<file path="config.mk">
export PLATFORM = sky130hd
export DESIGN_NAME = ysyx_22050019_axi_rd_arbiter
export DESIGN_NICKNAME = d
export VERILOG_FILES = /design/src/rtl/ysyx_22050019_axi_pkg.sv /design/src/rtl/ysyx_22050019_arb_sel.sv /design/src/rtl/ysyx_22050019_axi_rd_arbiter.sv
export SDC_FILE = /design/constraint.sdc
export NUM_CORES = 1
export LEC_CHECK = 0
export CORE_AREA = 2 2 158 160
export CTS_BUF_LIST = sky130_fd_sc_hd__clkbuf_4
export CTS_CLUSTER_DIAMETER = 120
export CTS_CLUSTER_SIZE = 8
export DETAILED_ROUTE_END_ITERATION = 8
export DIE_AREA = 0 0 160 162
export PLACE_DENSITY = 0.48
export SLEW_MARGIN = 20
export SYNTH_ARGS = -nofsm -noshare
export SYNTH_HDL_FRONTEND = slang
export SYNTH_SLANG_ARGS = --single-unit
export TNS_END_PERCENT = 1
</file>
<file path="constraint.sdc">
create_clock -name clk -period 2.1 [get_ports clk]
set_input_delay 0.42 -clock clk [delete_from_list [all_inputs] [get_ports clk]]
set_output_delay 0.42 -clock clk [all_outputs]
set_load 0.005 [all_outputs]
</file>
<file path="src/rtl/ysyx_22050019_axi_pkg.sv">
// Shared types for the ysyx_22050019 AXI read arbiter: FSM states and
// AXI RESP codes.
package ysyx_22050019_axi_pkg;

    typedef enum logic [1:0] {
        ST_IDLE = 2'd0,
        ST_ADDR = 2'd1,
        ST_DATA = 2'd2
    } state_e;

    localparam logic [1:0] RESP_OKAY   = 2'b00;
    localparam logic [1:0] RESP_SLVERR = 2'b10;

endpackage

</file>
<file path="src/rtl/ysyx_22050019_arb_sel.sv">
// Two-way grant selector: a lone request wins outright, and on a tie the
// master not named by the pointer wins.
module ysyx_22050019_arb_sel (
    input  logic [1:0] i_req,
    input  logic       i_ptr,
    output logic [1:0] o_gnt
);

    always_comb begin
        o_gnt = i_req;
        if (&i_req) begin
            o_gnt = i_ptr ? 2'b01 : 2'b10;
        end
    end

endmodule

</file>
<file path="src/rtl/ysyx_22050019_axi_rd_arbiter.sv">
// Two-master single-beat AXI read arbiter (IFU = m0, LSU = m1).
// Define YSYX_22050019_ARB_RR_EN for round-robin instead of LSU-first priority.
module ysyx_22050019_axi_rd_arbiter
    import ysyx_22050019_axi_pkg::*;
#(
    parameter int ADDR_W = 64,
    parameter int DATA_W = 64
) (
    input  logic              clk,
    input  logic              rst_n,
    input  logic              m0_arvalid,
    output logic              m0_arready,
    input  logic [ADDR_W-1:0] m0_araddr,
    output logic              m0_rvalid,
    input  logic              m0_rready,
    output logic [DATA_W-1:0] m0_rdata,
    output logic [1:0]        m0_rresp,
    input  logic              m1_arvalid,
    output logic              m1_arready,
    input  logic [ADDR_W-1:0] m1_araddr,
    output logic              m1_rvalid,
    input  logic              m1_rready,
    output logic [DATA_W-1:0] m1_rdata,
    output logic [1:0]        m1_rresp,
    output logic              s_arvalid,
    input  logic              s_arready,
    output logic [ADDR_W-1:0] s_araddr,
    input  logic              s_rvalid,
    output logic              s_rready,
    input  logic [DATA_W-1:0] s_rdata,
    input  logic [1:0]        s_rresp,
    output logic              busy
);

    state_e            r_state;
    state_e            w_next;
    logic [ADDR_W-1:0] r_addr;
    logic              r_gnt_id;
    logic [1:0]        w_req;
    logic [1:0]        w_gnt;
    logic              w_ptr;
    logic              w_grant;
    logic              w_rready;

    assign w_req    = {m1_arvalid, m0_arvalid};
    assign w_grant  = (r_state == ST_IDLE) && (|w_req);
    assign w_rready = r_gnt_id ? m1_rready : m0_rready;

`ifdef YSYX_22050019_ARB_RR_EN
    logic r_ptr;

    always_ff @(posedge clk) begin
        if (!rst_n) begin
            r_ptr <= 1'b0;
        end else if (w_grant) begin
            r_ptr <= w_gnt[1];
        end
    end

    assign w_ptr = r_ptr;
`else
    // A pointer stuck at 0 makes the selector prefer master 1 on a tie.
    assign w_ptr = 1'b0;
`endif

    ysyx_22050019_arb_sel u_sel (
        .i_req (w_req),
        .i_ptr (w_ptr),
        .o_gnt (w_gnt)
    );

    always_ff @(posedge clk) begin
        if (!rst_n) begin
            r_state <= ST_IDLE;
        end else begin
            r_state <= w_next;
        end
    end

    always_ff @(posedge clk) begin
        if (!rst_n) begin
            r_addr   <= '0;
            r_gnt_id <= 1'b0;
        end else if (w_grant) begin
            r_addr   <= w_gnt[1] ? m1_araddr : m0_araddr;
            r_gnt_id <= w_gnt[1];
        end
    end

    always_comb begin
        w_next = r_state;
        unique case (r_state)
            ST_IDLE: if (|w_req) w_next = ST_ADDR;
            ST_ADDR: if (s_arready) w_next = ST_DATA;
            ST_DATA: if (s_rvalid && w_rready) w_next = ST_IDLE;
            default: w_next = ST_IDLE;
        endcase
    end

    // Every control output is forced low while reset is held.
    always_comb begin
        m0_arready = 1'b0;
        m1_arready = 1'b0;
        m0_rvalid  = 1'b0;
        m1_rvalid  = 1'b0;
        m0_rdata   = '0;
        m1_rdata   = '0;
        m0_rresp   = RESP_OKAY;
        m1_rresp   = RESP_OKAY;
        s_arvalid  = 1'b0;
        s_araddr   = r_addr;
        s_rready   = 1'b0;
        busy       = 1'b0;
        if (rst_n) begin
            busy = (r_state != ST_IDLE);
            unique case (r_state)
                ST_IDLE: begin
                    m0_arready = w_gnt[0];
                    m1_arready = w_gnt[1];
                end
                ST_ADDR: s_arvalid = 1'b1;
                ST_DATA: begin
                    s_rready = w_rready;
                    if (r_gnt_id) begin
                        m1_rvalid = s_rvalid;
                        m1_rdata  = s_rdata;
                        m1_rresp  = s_rresp;
                    end else begin
                        m0_rvalid = s_rvalid;
                        m0_rdata  = s_rdata;
                        m0_rresp  = s_rresp;
                    end
                end
                default: busy = 1'b0;
            endcase
        end
    end

endmodule
</file>
==> impl_metrics.csv <==
group,metric,value,unit
run_status,status,"finished, violations left",
run_status,violations,"negative setup slack",
setup_path,reg2reg_from,"r_state[0]$_SDFFE_PN0P_",
clocking,h-tree-depth,3,
setup_path,r2r-end,"s_araddr[31]$_SDFFE_PN0P_",
hold_path,hold_end,"r_gnt_id$_SDFFE_PN0P_",
drt,drt_iter0_drc,244,
drt,top_layer,"met4",
drt,wl,20.6,mm
setup_path,critPathKind,"reg -> out",
setup_path,arrival,1.84,ns
place,place.port_buffers,404,
setup_path,ff2ff_path_depth,8,
sta,clock.fmax,0.442,GHz
layout,nFillCells,2650,
place,finalWeightedCongestion,0.789,
setup_path,cp_max_fo,10,
clocking,clkSlewWorstSetupHoldPaths,0.13,ns
hold_path,hold_depth,3,
hold_path,hold_class,"in -> reg",
drt,wl_met3,1.59,mm
setup_path,critPathCaptureType,"primary output",
layout,drive_above_1_share,0.243,
die,core-area,0.0241,mm^2
yosys,synthesis.area,0.00410,mm^2
global_route,antenna_found_initial,1,
die,die_w,160,um
drt,num_vias,5142,
drt,drtPass1Iterations,4,
drt,vias_per_cell,4.06,
yosys,syn_nets,749,
drt,wire_per_inst,16.3,um
global_route,grt_pass1_wl,29.9,mm
global_route,grt.overflow.total,0,
sta,finalClockSkew,0.0156,ns
sta,rsz0062_at_grt,"yes",
sta,hold_slack,0.440,ns
die,start_util,0.170,
layout,fin_nets,1143,
yosys,ys_seq_area_frac,0.327,
sta,fin_crit_sh,1.08,
clocking,clk_latency,0.44,ns
yosys,ys_ff_latch,67,
global_route,grtUsageTotal,0.150,
drt,wl_met2,10.4,mm
setup_path,cpLargestDelayFamily,"buffers and inverters",
drt,ant_nets,0,
setup_path,critPathBufInv,3,
sta,finalCriticalPeriod,2.26,ns
yosys,synthDistinctLibCells,21,
sta,setup_viol,37,
global_route,grt_max_degree,56,
setup_path,startpoint_type,"register",
yosys,avgSynthCellArea,7.57,um^2
setup_path,cp.required,1.68,ns
sta,tightestPinTransition,0.493,ns
power,power.density,789,mW/mm^2
global_route,grt_pass1_vias,4999,
run,max-cap-violations,0,
hold_path,hp-start,"rst_n",
clocking,cts_sinks,67,
yosys,synth_area_leaders,"dfxtp_1 (33%), mux2i_1 (16%), o211a_1 (16%)",
sta,fin_ws,-0.164,ns
clocking,cts_made_buffers,9,
drt,drt-met1-wl,8.20,mm
yosys,synth_top_area_cell,"dfxtp_1",
layout,fin_util,0.356,
die,fp-row-count,57,
sta,slew_headroom,0.671,
layout,synthToLayoutAreaGrowth,109,%
die,io_pins,405,
clocking,cts_tree,"yes",
setup_path,crit_chain,"inv_2, ha_4, buf_12, nand2_1, nor2_1, clkdlybuf4s50_1",
place,hpwlAfterDp,16.2,mm
sta,tns,-0.869,ns
setup_path,cpPeakStageDelay,0.52,ns
setup_path,worst-r2r-setup-slack,0.46,ns
yosys,synth_top_area_frac,0.327,
yosys,ys_warn_count,0,
clocking,clockBufferDepth,2,
clocking,root_buffer,"clkbuf_4",
sta,slew_violations,0,
die,dieArea,0.0259,mm^2
yosys,syn_inst,542,
drt,drc_errors,0,
power,p_leak,0.00427,uW
setup_path,slowest_stage,"clkdlybuf4s50_1",
sta,hold_viol,0,
power,irDropWorstVdd,0.361,mV
die,die_y,162,um
## synthesized netlist by cell type, drive strengths merged
cell    count
a22oi       1
o2111a      1
buf        33
dfxtp      67
inv         3
nor2b       1
mux2i      66
and2        2
and4b       1
ha          5
mux2        1
clkbuf     19
or3b        1
and3        2
o211a      64
o21a        1
nand2b      3
nor2      134
nand2     137
## layer usage
metal | global-route usage | up-vias
li1 | - | 2587
met1 | 0.164 | 2303
met2 | 0.277 | 231
met3 | 0.0457 | 21
met4 | 0.0471 | 0
met5 | 0 | -
## logic make-up (layout without fill, tap and decap cells)
| logic type | count (synthesis) | after routing | synth area share |
|---|---|---|---|
| AO/OA/AOI/OAI | 67 | 67 | 0.163 |
| adder cells (fa/ha/maj) | 5 | 5 | 0.0153 |
| buffers and inverters | 55 | 454 | 0.0665 |
| flip-flops | 67 | 67 | 0.327 |
| multiplexers | 67 | 67 | 0.164 |
| other | 0 | 1 | 0 |
| AND/OR/NAND/NOR | 281 | 281 | 0.265 |
## power by group
part           internal, uW  switching, uW
clock                   507            576
sequential             1710            224
combinational          2080           1680
## state kept, by name, summed over array words and instances, names as in the netlist
register and flops:
r_gnt_id 1, r_state 2, s_araddr 64
## worst min-delay path: stages
cell	delay, ns
buf_2	0.13
buf_4	0.17
nor2b_1	0.13
## how the worst max path moves through the flow
stage	startpoint	cells after the start	endpoint	slack [ns]
after global routing	r_state[0]$_SDFFE_PN0P_	6	m0_rdata[32]	-0.28
final	r_state[0]$_SDFFE_PN0P_	6	m0_rdata[32]	-0.16
after floorplan	r_state[0]$_SDFFE_PN0P_	7	m1_rdata[46]	0.36
after CTS	r_state[0]$_SDFFE_PN0P_	6	m0_rdata[19]	-0.31
after global placement	s_rresp[1]	4	m1_rresp[1]	-0.24
after detailed placement	s_rresp[1]	4	m1_rresp[1]	-0.23
## final cells by class
class	count	area, um^2	share of cell area
Clock buffer	9	67.6	0.00787
Tap cell	324	405	0.0472
Timing Repair Buffer	435	4000	0.466
Antenna cell	1	2.50	0.000291
Clock inverter	7	109	0.0127
Inverter	3	11.3	0.00131
Sequential cell	67	1350	0.157
Multi-Input combinational cell	420	2650	0.308
## cell usage in the layout, fill, tap and decap left out, drive strengths merged
cell type	synthesis	routed
ha	5	5
inv	3	6
nand2	137	137
o2111a	1	1
o21a	1	1
dfxtp	67	67
and2	2	2
and3	2	2
clkdlybuf4s15	0	25
or3b	1	1
and4b	1	1
bufinv	0	2
mux2i	66	66
nand2b	3	3
buf	33	124
diode	0	1
clkinv	0	2
a22oi	1	1
dlygate4sd2	0	6
clkbuf	19	20
dlymetal6s2s	0	5
clkdlybuf4s50	0	264
o211a	64	64
mux2	1	1
nor2	134	134
nor2b	1	1
## through the flow
step                instance area [um^2]  std cells  setup WS, ns  total power (uW)
floorplan                           4100        542         0.361              3500
global placement                    8580       1242        -0.239              5550
detailed placement                  8580       1242        -0.226              5550
CTS                                 8620       1262        -0.314              6860
global route                        8590       1266        -0.282              7300
finish                              8590       1266        -0.164              6780
## what timing repair did
action	4_1_cts	5_1_grt
endpoints found under the hold margin	0	0
pin swaps	19	18
setup endpoints to repair	139	126
hold buffers	0	0
resized for setup	475	69
gates cloned	2	1
buffers inserted	2	2
No activity file was read; power rests on OpenSTA's default activity.
